<file path="src/rtl/mux_arb_nxw_if.sv">
// Handshake bundle for mux_arb_nxw: N producer channels in, one registered
// consumer channel out.
interface mux_arb_nxw_if #(
   parameter int WIDTH = 32,
   parameter int N     = 4
);
   localparam int SELW = $clog2(N);

   logic [N-1:0]       in_valid;
   logic [N*WIDTH-1:0] in_data;
   logic [N-1:0]       in_ready;
   logic               out_valid;
   logic [WIDTH-1:0]   out_data;
   logic [SELW-1:0]    out_src;
   logic               out_ready;

   modport slave (
      input  in_valid, in_data, out_ready,
      output in_ready, out_valid, out_data, out_src
   );

   modport master (
      output in_valid, in_data, out_ready,
      input  in_ready, out_valid, out_data, out_src
   );
endinterface

</file>
<file path="src/rtl/mux_arb_nxw.sv">
// N-channel registered selector: steered by sel (mode 0) or round-robin
// arbitrated (mode 1), with valid/ready handshake on every channel.
module mux_arb_nxw #(
   parameter  int WIDTH = 32,
   parameter  int N     = 4,
   localparam int SELW  = $clog2(N)
) (
   input  logic            clk,
   input  logic            clrn,
   input  logic            mode,
   input  logic [SELW-1:0] sel,
   mux_arb_nxw_if.slave    bus
);

   logic [SELW-1:0]  rr_ptr;
   logic [SELW-1:0]  grant;
   logic             granted;
   logic             load;
   logic [WIDTH-1:0] word;

   // Output register may refill in the same cycle it drains.
   assign load = !bus.out_valid || bus.out_ready;

   always_comb begin
      grant   = '0;
      granted = 1'b0;
      if (!mode) begin
         for (int unsigned i = 0; i < N; i++) begin
            if (!granted && bus.in_valid[i] && sel == SELW'(i)) begin
               grant   = SELW'(i);
               granted = 1'b1;
            end
         end
      end else begin
         // First pass covers rr_ptr..N-1, second pass wraps to 0..rr_ptr-1.
         for (int unsigned i = 0; i < N; i++) begin
            if (!granted && bus.in_valid[i] && SELW'(i) >= rr_ptr) begin
               grant   = SELW'(i);
               granted = 1'b1;
            end
         end
         for (int unsigned i = 0; i < N; i++) begin
            if (!granted && bus.in_valid[i]) begin
               grant   = SELW'(i);
               granted = 1'b1;
            end
         end
      end
   end

   always_comb begin
      word         = '0;
      bus.in_ready = '0;
      for (int unsigned i = 0; i < N; i++) begin
         if (grant == SELW'(i)) begin
            word = bus.in_data[i*WIDTH +: WIDTH];
            bus.in_ready[i] = clrn && load && granted;
         end
      end
   end

   always_ff @(posedge clk) begin
      if (!clrn) begin
         bus.out_valid <= 1'b0;
         bus.out_data  <= '0;
         bus.out_src   <= '0;
         rr_ptr        <= '0;
      end else if (load) begin
         if (granted) begin
            bus.out_valid <= 1'b1;
            bus.out_data  <= word;
            bus.out_src   <= grant;
            rr_ptr        <= (grant == SELW'(N-1)) ? '0 : grant + 1'b1;
         end else begin
            bus.out_valid <= 1'b0;
         end
      end
   end

endmodule

</file>
<file path="src/flat_wrapper.sv">
// flat-port wrapper written by rule: the top's interface ports become plain ports
module mux_arb_nxw_flat 
#(
   parameter  int WIDTH = 32,
   parameter  int N     = 4,
   localparam int SELW  = $clog2(N)
)
  (clk, clrn, mode, sel, bus_in_valid, bus_in_data, bus_out_ready, bus_in_ready, bus_out_valid, bus_out_data, bus_out_src);
  mux_arb_nxw_if #(.WIDTH(WIDTH), .N(N)) bus_i ();
  input  logic clk;
  input  logic clrn;
  input  logic mode;
  input  logic [SELW-1:0] sel;
  input wire logic [$bits(bus_i.in_valid)-1:0] bus_in_valid;
  input wire logic [$bits(bus_i.in_data)-1:0] bus_in_data;
  input wire logic [$bits(bus_i.out_ready)-1:0] bus_out_ready;
  output wire logic [$bits(bus_i.in_ready)-1:0] bus_in_ready;
  output wire logic [$bits(bus_i.out_valid)-1:0] bus_out_valid;
  output wire logic [$bits(bus_i.out_data)-1:0] bus_out_data;
  output wire logic [$bits(bus_i.out_src)-1:0] bus_out_src;
  assign bus_i.in_valid = bus_in_valid;
  assign bus_i.in_data = bus_in_data;
  assign bus_i.out_ready = bus_out_ready;
  assign bus_in_ready = bus_i.in_ready;
  assign bus_out_valid = bus_i.out_valid;
  assign bus_out_data = bus_i.out_data;
  assign bus_out_src = bus_i.out_src;
  mux_arb_nxw #(.WIDTH(WIDTH), .N(N)) u_core (.clk(clk), .clrn(clrn), .mode(mode), .sel(sel), .bus(bus_i));
endmodule
</file>
<file path="config.mk">
export PLATFORM = sky130hd
export DESIGN_NAME = mux_arb_nxw_flat
export DESIGN_NICKNAME = d
export VERILOG_FILES = /design/src/rtl/mux_arb_nxw_if.sv /design/src/rtl/mux_arb_nxw.sv /design/src/flat_wrapper.sv
export SDC_FILE = /design/constraint.sdc
export NUM_CORES = 1
export LEC_CHECK = 0
export CORE_UTILIZATION = 36
export DETAILED_ROUTE_END_ITERATION = 10
export GPL_ROUTABILITY_DRIVEN = 0
export GPL_TIMING_DRIVEN = 0
export PLACE_DENSITY = 0.84
export SLEW_MARGIN = 20
export SYNTH_ARGS = -nofsm -noshare
export SYNTH_HDL_FRONTEND = slang
export SYNTH_SLANG_ARGS = --single-unit
</file>
<file path="constraint.sdc">
create_clock -name clk -period 2.7 [get_ports clk]
set_clock_uncertainty 0.1 [all_clocks]
set_input_delay 0.27 -clock clk [delete_from_list [all_inputs] [get_ports clk]]
set_output_delay 0.27 -clock clk [all_outputs]
set_load 0.1 [all_outputs]
</file>
---- Word-level counts from Yosys, hierarchy flattened ----
Index checks and enable logic that the tools add are counted.
word-level totals
  register bits after elaboration ......... 37
  input port bits ......................... 138
  output and inout port bits .............. 39
cells by class
  add/subtract/negate cells ............... 1
  $lt $le $gt $ge ......................... 4
  equality and inequality tests ........... 6
  muxes and demuxes ....................... 44
  reduce and logical (&&, ||, !) cells .... 35
operator list
  cell                 count
  $mux 32              4
  $mux 1               30
  $logic_and 1x1->1    20
  $mux 2               10
  $logic_not 1->1      11
  $eq 2x2->1 const B   4
  $eq 2x1->1 const B   2
  $ge 1x2->1 const A   2
  $ge 2x2->1 const A   2
  $logic_not 2->1      2
  $add 2x1->2 const B  1
  $reduce_and 2->1     1
  $logic_or 1x1->1     1

---- Longest topological paths before layout ----
Gate-level depths: netlist of run 1.
  depth after elaboration ................. 40
  depth in mapped cells ................... 11
  depth with buffers taken out ............ 9

---- Worst setup path after synthesis of run 1 ----
Ideal clock, no wire load.
  path kind ............................... register to output
  start point ............................. reg u_core.rr_ptr[1]
  end point ............................... out bus_in_ready[3]
  data arrival time ....................... 2.624 ns
  required time ........................... 2.330 ns
  path slack .............................. -0.294 ns
  stages on the path, launching flop included .. 9
  path buffers ............................ 2
  path through ............................ dfxtp_1 > mux2i_1 > nor2_1 > o32a_1 > inv_1 > ha_1 > clkbuf_1 > clkbuf_1 > and3_1
between the ends
  longest elaborated chain between the ends .. 37
  elaborated cells between the ends (all ways) .. 49
RTL lines
  what                            line                text
  start, declared                 mux_arb_nxw.sv:15   logic [SELW-1:0] rr_ptr;
  start signal, assigned          mux_arb_nxw.sv:73   rr_ptr <= (grant == SELW'(N-1)) ? '0 : grant + 1'b1;
  $ge 1x2->1                      mux_arb_nxw.sv:37   if (!granted && bus.in_valid[i] && SELW'(i) >= rr_ptr) begin
  $logic_and 1x1->1               mux_arb_nxw.sv:37
  $mux 1                          mux_arb_nxw.sv:37
  $mux 1                          mux_arb_nxw.sv:27   if (!mode) begin
  $logic_not 1->1                 mux_arb_nxw.sv:37
  $logic_and 1x1->1 (2 in a row)  mux_arb_nxw.sv:37
  $mux 1                          mux_arb_nxw.sv:37
  $mux 1                          mux_arb_nxw.sv:27
  [... 21 more ...]               -
  $mux 1                          mux_arb_nxw.sv:27
  $logic_not 1->1                 mux_arb_nxw.sv:43   if (!granted && bus.in_valid[i]) begin
  $logic_and 1x1->1               mux_arb_nxw.sv:43
  $mux 2 (*)                      mux_arb_nxw.sv:43
  $mux 2 (*)                      mux_arb_nxw.sv:27
  named net u_core.grant[0]       mux_arb_nxw.sv:16   logic [SELW-1:0] grant;
  $eq 2x2->1 (*)                  mux_arb_nxw.sv:55   if (grant == SELW'(i)) begin
  $mux 1 (*)                      mux_arb_nxw.sv:55
  end, declared                   flat_wrapper.sv:17  output wire logic [$bits(bus_i.in_ready)-1:0] bus_in_ready;
The timed path passes the listed nets; every way through them passes the cells marked *. The select of a mux whose other input is x is not followed.

---- Worst setup path after layout of run 1 ----
  start point ............................. in sel[1]
  end point ............................... out bus_in_ready[3]
between the ends
  longest elaborated chain between the ends .. 21
  elaborated cells between the ends (all ways) .. 29
RTL lines
  what                                                    line                                  text
  start, declared                                         flat_wrapper.sv:13                    input logic [SELW-1:0] sel;
  $logic_not 2->1                                         mux_arb_nxw.sv:29                     if (!granted && bus.in_valid[i] && sel == SELW'(i)) begin
  $logic_and 1x1->1                                       mux_arb_nxw.sv:29
  $mux 1                                                  mux_arb_nxw.sv:29
  $mux 1                                                  mux_arb_nxw.sv:27
  $logic_not 1->1                                         mux_arb_nxw.sv:29
  $logic_and 1x1->1 (2 in a row)                          mux_arb_nxw.sv:29
  $mux 1                                                  mux_arb_nxw.sv:29
  $mux 1                                                  mux_arb_nxw.sv:27
  [... 3 more ...]                                        -
  $mux 1                                                  mux_arb_nxw.sv:29
  $mux 1                                                  mux_arb_nxw.sv:27
  $logic_not 1->1                                         mux_arb_nxw.sv:29
  $logic_and 1x1->1 (2 in a row)                          mux_arb_nxw.sv:29
  $mux 2 / $mux 1 (equally long branches)                 mux_arb_nxw.sv:29
  $mux 2 / $mux 1 (equally long branches)                 mux_arb_nxw.sv:27
  $eq 2x2->1 / $logic_and 1x1->1 (equally long branches)  mux_arb_nxw.sv:55, mux_arb_nxw.sv:57
  $mux 1 (*)                                              mux_arb_nxw.sv:55
Mark *: on every way between the ends. The rest lies on a longest branch, timed or not. The select of a mux whose other input is x is not followed.

==> results of run 1 <==
## placed cells by master, fill, tap and decap left out, drive strengths merged
cell type,count
and3b,1
mux2i,3
a211oi,3
a21bo,1
ha,4
inv,6
nand2b,2
a22oi,1
o21bai,1
nand3,33
o221a,31
nor3b,1
dfxtp,37
mux2,1
o22ai,1
and3,4
buf,19
nor3,31
o32a,1
o21ai,1
nor2,2
mux4,1
clkbuf,33
or4,1
nor2b,34
a221o,1
and2,1
a221oi,31
nand2,34
dlygate4sd2,5
a21oi,7
clkdlybuf4s50,165
a31oi,1
a211o,1
## flip-flops by register name, indices dropped and copies added (netlist names)
name and cells:
u_core.rr_ptr 2, u_core.bus.out_data 32, u_core.bus.out_valid 1, u_core.bus.out_src 2
## timing repair
item                                    in CTS  in global routing
buffers inserted                             2                  3
cloned                                       0                  0
endpoints found under the setup margin      36                 33
resized for setup                           56                 23
pin swaps                                    2                  2
## area by class of cell
cell class                      count  area [um2]
Buffer                             35         190
Sequential cell                    37         746
Clock buffer                        7        86.3
Fill cell                         590        2170
Tap cell                           96         120
Timing Repair Buffer              180        1800
Multi-Input combinational cell    234        1660
Inverter                            6        22.5
## worst min-delay path by stage
stage / from / endpoint / slack [ps] / cells past startpoint
6_report: clrn / u_core.bus.out_data[28] / 300 / 2
5_1_grt: clrn / u_core.bus.out_data[28] / 340 / 2
4_1_cts: clrn / u_core.bus.out_data[28] / 300 / 2
3_5_place_dp: u_core.rr_ptr[0] / u_core.rr_ptr[0] / 400 / 2
3_3_place_gp: u_core.rr_ptr[0] / u_core.rr_ptr[0] / 390 / 2
2_1_floorplan: u_core.rr_ptr[0] / u_core.rr_ptr[0] / 370 / 2
## through the flow
stage	instance area [um2]	worst slack, ps	util [%]
floorplan	2540	-18.9	-
global placement	4410	-1620	64.9
detailed placement	4410	-1730	64.9
CTS	4580	-8.81	67.3
global route	4620	-8.94	68.0
finish	4620	62.1	68.0
## routing by layer
metal / share of wire [%] / track usage (%) / wire [um]
met1: 40 / 31.5 / 4040
met2: 50 / 49.1 / 5090
met3: 8.0 / 7.03 / 807
met4: 1.7 / 9.09 / 172
met5: 0 / 0 / 0
## critical path: stages
cell             delay [ps]
clkdlybuf4s50_1         520
mux4_2                  300
mux2_2                  320
and2_4                  180
buf_6                   140
buf_6                   140
and3_2                  230
buf_12                  170
## where the power goes
group          internal, mW  total [mW]  switching (mW)  leakage (nW)
clock                 0.203       0.397           0.194        0.0443
combinational         0.573        1.55           0.976          1.39
sequential            0.628       0.675          0.0465         0.308
total                  1.40        2.62            1.22          1.74
## cells by family (layout without fill, tap and decap cells)
family,Yosys count,count (layout)
adders and majority gates,4,4
buffers and inverters,43,228
muxes,5,5
AOI/OAI and AO/OA,81,81
and+or+nand+nor,144,144
DFF,37,37
==> flow_metrics.py, run 1 <==
metrics = {
    "sta": {
        "report.final.slew_viol_count": 0,
        "setup_viol": 0,
        "slew_headroom_pct": 32.7,
        "min_period_ps": 2640,
        "hold_viol": 0,
        "fmaxAchievable_mhz": 379,
        "tightest_slew_ps": 1010,
        "hold_slack_ps": 300,
        "period_share_pct": 97.7,
        "setup-tns-final_ps": 0,
    },
    "synth": {
        "yosysSeqAreaShare_pct": 29.2,
        "syn_inst": 314,
        "yosysUniqueCellTypes": 33,
        "synthMuxAreaShare_pct": 2.51,
        "synth_ff_type": "dfxtp_1",
        "syn_area_per_cell_um2": 8.08,
        "syn_area_um2": 2540,
        "synth_top_cell_by_area": "dfxtp_1",
        "synth_area_leaders": "dfxtp_1 29%, o221a_1 14%, a221oi_1 11%, nor2b_1 8.4%, nand3_1 6.5%",
        "synth_top_family_by_area": "compound AO/OA/AOI/OAI gates",
        "synth_edf_count": 0,
        "synth-simple-area-share_pct": 29.1,
        "yosys_register_bits": 37,
        "yosysTopAreaCellShare_pct": 29.2,
        "yosys.area_share.adder_pct": 1.97,
        "synth_compound_area_share_pct": 30.1,
        "ys_async_sr_fraction_pct": 0,
        "synth_common_cells": "37 x dfxtp_1, 34 x nand2_1, 34 x nor2b_1",
        "synth_xor_xnor_area_share_pct": 0,
        "yosys_warnings": 0,
        "post-synth-top-count-cell": "dfxtp_1",
        "synth_nets": 456,
    },
    "run": {
        "maxCapViolCount": 0,
    },
    "clock_network": {
        "cts_sinks": 37,
        "path_clk_slew_ps": 70,
        "root_buffer": "clkbuf_8",
        "numCtsBuffers": 5,
        "cts_tree": "yes",
        "cts.path.max_buffers": 2,
        "htree_levels": 2,
        "clk_latency_ps": 280,
        "postCtsHoldBufs": 0,
    },
    "final_layout": {
        "diodes": 0,
        "fin_nets": 641,
        "synthToLayoutAreaGrowth_pct": 82.1,
        "finalNonFillerCells": 595,
        "drive_gt1_share_pct": 9.22,
    },
    "floorplanning": {
        "dieArea_um2": 7390,
        "pin_count": 177,
        "start_util_pct": 37.3,
        "fp-row-count": 30,
        "die_h_um": 86.0,
        "die_x_um": 86.0,
        "coreArea_um2": 6790,
    },
    "worst_setup_path": {
        "reg2reg_setup_slack_ps": 150,
        "critPathLaunch": "sel[1]",
        "critPathRequiredTime_ps": 2330,
        "worstRegToRegCells": 9,
        "path_max_fanout": 10,
        "worstPathArrival_ps": 2270,
        "rr_endpoint": "u_core.bus.out_data[1]",
        "rr_startpoint": "u_core.rr_ptr[1]",
        "cp-start-kind": "input port",
        "critPathKind": "input port to output port",
        "crit_end": "bus_in_ready[3]",
        "crit_path_end_kind": "output port",
    },
    "grt": {
        "antenna_found_initial": 0,
        "grt_pass1_wl_mm": 15.8,
        "gr-total-overflow": 0,
        "grt_max_degree": 11,
        "grt_use_total_pct": 27.4,
        "grt_pass1_vias": 3274,
    },
    "power": {
        "total_power_mw": 2.62,
        "peakVddDrop_mv": 0.277,
        "leakage_nw": 1.74,
        "power.density_nw_per_um2": 567,
    },
    "route": {
        "drtAntennaViolNets": 0,
        "vias": 3246,
        "drtIter0Drc": 155,
        "wl_mm": 10.1,
        "wl_per_cell_um": 17.0,
        "dr.pass1.iters": 4,
        "avgViaCountPerCell": 5.46,
        "drc_errors": 0,
    },
    "hold_path": {
        "hold_path_class": "input port to flip-flop",
    },
    "placed_design": {
        "portBuffers": 175,
        "placed_cells": 585,
        "dp_hpwl_mm": 7.52,
    },
    "run_status": {
        "status": "complete, no violations",
    },
}
Note: power is estimated with default switching activity, not from simulation.
==> inputs of run 2 (changes only) <==
PLACE_DENSITY = 0.87   (was 0.84)
==> flow_metrics.py, run 2 (same netlist as run 1, synthesis figures left out) <==
metrics = {
    "worst_setup_path": {
        "worstSetupPathDepth": 8,
        "crit_path_end_kind": "output port",
        "max_stage_delay_ps": 530,
        "slowest_stage": "clkdlybuf4s50_1",
        "path_max_fanout": 10,
        "reg2reg_setup_slack_ps": 70,
        "crit_chain": "clkdlybuf4s50_1, mux4_2, mux2_2, and2_4, buf_6, buf_6, and3_2, buf_8",
        "critPathTopFamily": "buffers and inverters",
        "worstPathArrival_ps": 2280,
        "critPathKind": "input port to output port",
        "worstRegToRegCells": 10,
        "cp-start-kind": "input port",
        "cpMostUsedCell": "buf_6",
        "rr_endpoint": "u_core.bus.out_data[31]",
        "critPathLaunch": "sel[1]",
        "critPathRequiredTime_ps": 2330,
        "rr_startpoint": "u_core.rr_ptr[1]",
        "cp.buffers_inverters": 4,
    },
    "route": {
        "wl_mm": 10.3,
        "wl_met2_mm": 5.11,
        "avgViaCountPerCell": 5.53,
        "wl_per_cell_um": 17.2,
        "wl_met3_um": 745,
        "drc_errors": 0,
        "drtAntennaViolNets": 0,
        "wl_met1_mm": 4.16,
        "drtIter0Drc": 126,
        "vias": 3293,
        "dr.pass1.iters": 4,
        "top_layer": "met4",
    },
    "final_layout": {
        "synthToLayoutAreaGrowth_pct": 83.7,
        "largest_reg_flops": 32,
        "layout_commonest_cell": "clkdlybuf4s50_1",
        "drive_gt1_share_pct": 10.6,
        "largest-register": "u_core.bus.out_data",
        "reg_top3": "u_core.bus.out_data x32, u_core.bus.out_src x2, u_core.rr_ptr x2",
        "fin_nets": 642,
        "postLayoutCellArea_um2": 4660,
        "final_cell_mix": "165 x clkdlybuf4s50_1, 35 x dfxtp_1, 34 x nand2_1, 33 x nor2b_1, 33 x nand3_1",
        "diodes": 0,
    },
    "clock_network": {
        "htree_levels": 2,
        "cts.path.max_buffers": 2,
        "postCtsHoldBufs": 0,
        "cts_sinks": 37,
        "clk_latency_ps": 280,
        "cts_tree": "yes",
        "numCtsBuffers": 5,
        "path_clk_slew_ps": 70,
        "root_buffer": "clkbuf_8",
    },
    "floorplanning": {
        "dieArea_um2": 7390,
        "coreArea_um2": 6790,
        "pin_count": 177,
        "start_util_pct": 37.3,
        "die_h_um": 86.0,
        "die_x_um": 86.0,
        "fp-row-count": 30,
    },
    "sta": {
        "period_share_pct": 98.2,
        "hold_slack_ps": 321,
        "min_period_ps": 2650,
        "hold_viol": 0,
        "setup_slack_ps": 47.5,
        "report.final.slew_viol_count": 0,
        "rsz0062_at_grt": "yes",
        "setup-tns-final_ps": 0,
        "tightest_slew_ps": 1020,
        "setup_viol": 0,
        "fmaxAchievable_mhz": 377,
        "slew_headroom_pct": 31.7,
    },
    "power": {
        "power.density_nw_per_um2": 568,
        "total_power_mw": 2.65,
        "leakage_nw": 1.75,
        "peakVddDrop_mv": 0.227,
    },
    "grt": {
        "grt_pass1_wl_mm": 15.9,
        "grt_pass1_vias": 3261,
        "antenna_found_initial": 0,
        "grt_max_degree": 11,
        "grt_use_total_pct": 27.3,
        "gr-total-overflow": 0,
    },
    "run": {
        "maxCapViolCount": 0,
    },
    "hold_path": {
        "hold_depth": 2,
        "hold_path_class": "input port to flip-flop",
        "holdPathEnd": "u_core.bus.out_data[1]",
        "hold_start": "clrn",
    },
    "placed_design": {
        "dpl_worst_slack_ps": -1710,
        "portBuffers": 175,
        "dpl_cell_area_um2": 4410,
        "dp_hpwl_mm": 7.72,
    },
    "run_status": {
        "status": "complete, no violations",
    },
}
run 2: power by group:
part	switching [mW]	internal, mW	leakage [nW]
Clock	0.198	0.203	0.0443
Combinational	0.990	0.581	1.40
Sequential	0.0459	0.628	0.308
run 2: what timing repair did:
action | 4_1_cts | 5_1_grt
gates resized for setup | 62 | 29
pin swaps | 3 | 3
setup endpoints to repair | 36 | 31
buffers inserted | 2 | 3
run 2: final cells by class:
class                      instances  area [um2]
inverter                           6        22.5
clock buffer                       7        86.3
sequential                        37         746
fill                             584        2130
tap                               96         120
buffer                            36         215
multi-input combinational        234        1670
timing repair buffer             180        1800
run 2: worst max-delay path by stage:
| stage | to | slack [ps] |
|---|---|---|
| 2_1_floorplan | bus_in_ready[3] | -20 |
| 3_3_place_gp | bus_in_ready[1] | -1630 |
| 3_5_place_dp | bus_in_ready[1] | -1710 |
| 4_1_cts | bus_in_ready[2] | -20 |
| 5_1_grt | u_core.bus.out_data[23] | -30 |
| 6_report | bus_in_ready[1] | 50 |
run 2: stage by stage:
stage	utilization, %	instances
after floorplan	-	314
after global placement	64.9	585
after detailed placement	64.9	585
after CTS	67.7	593
after global routing	68.6	596
final	68.6	596
run 2: worst reg2reg max path, cell delays in order (launching register included):
cell      delay (ps)
dfxtp_4          370
nand2_1           80
a221o_1          350
a31oi_4          280
inv_2             80
ha_2             200
buf_8            140
clkbuf_1         240
a221oi_1         350
nor3_1           100
o221a_1          230
run 2: layer usage:
metal	track usage, %	vias up
met4	9.85	0
met3	6.93	21
met1	32.6	1538
li1	-	1579
met2	47.3	155
met5	0	-
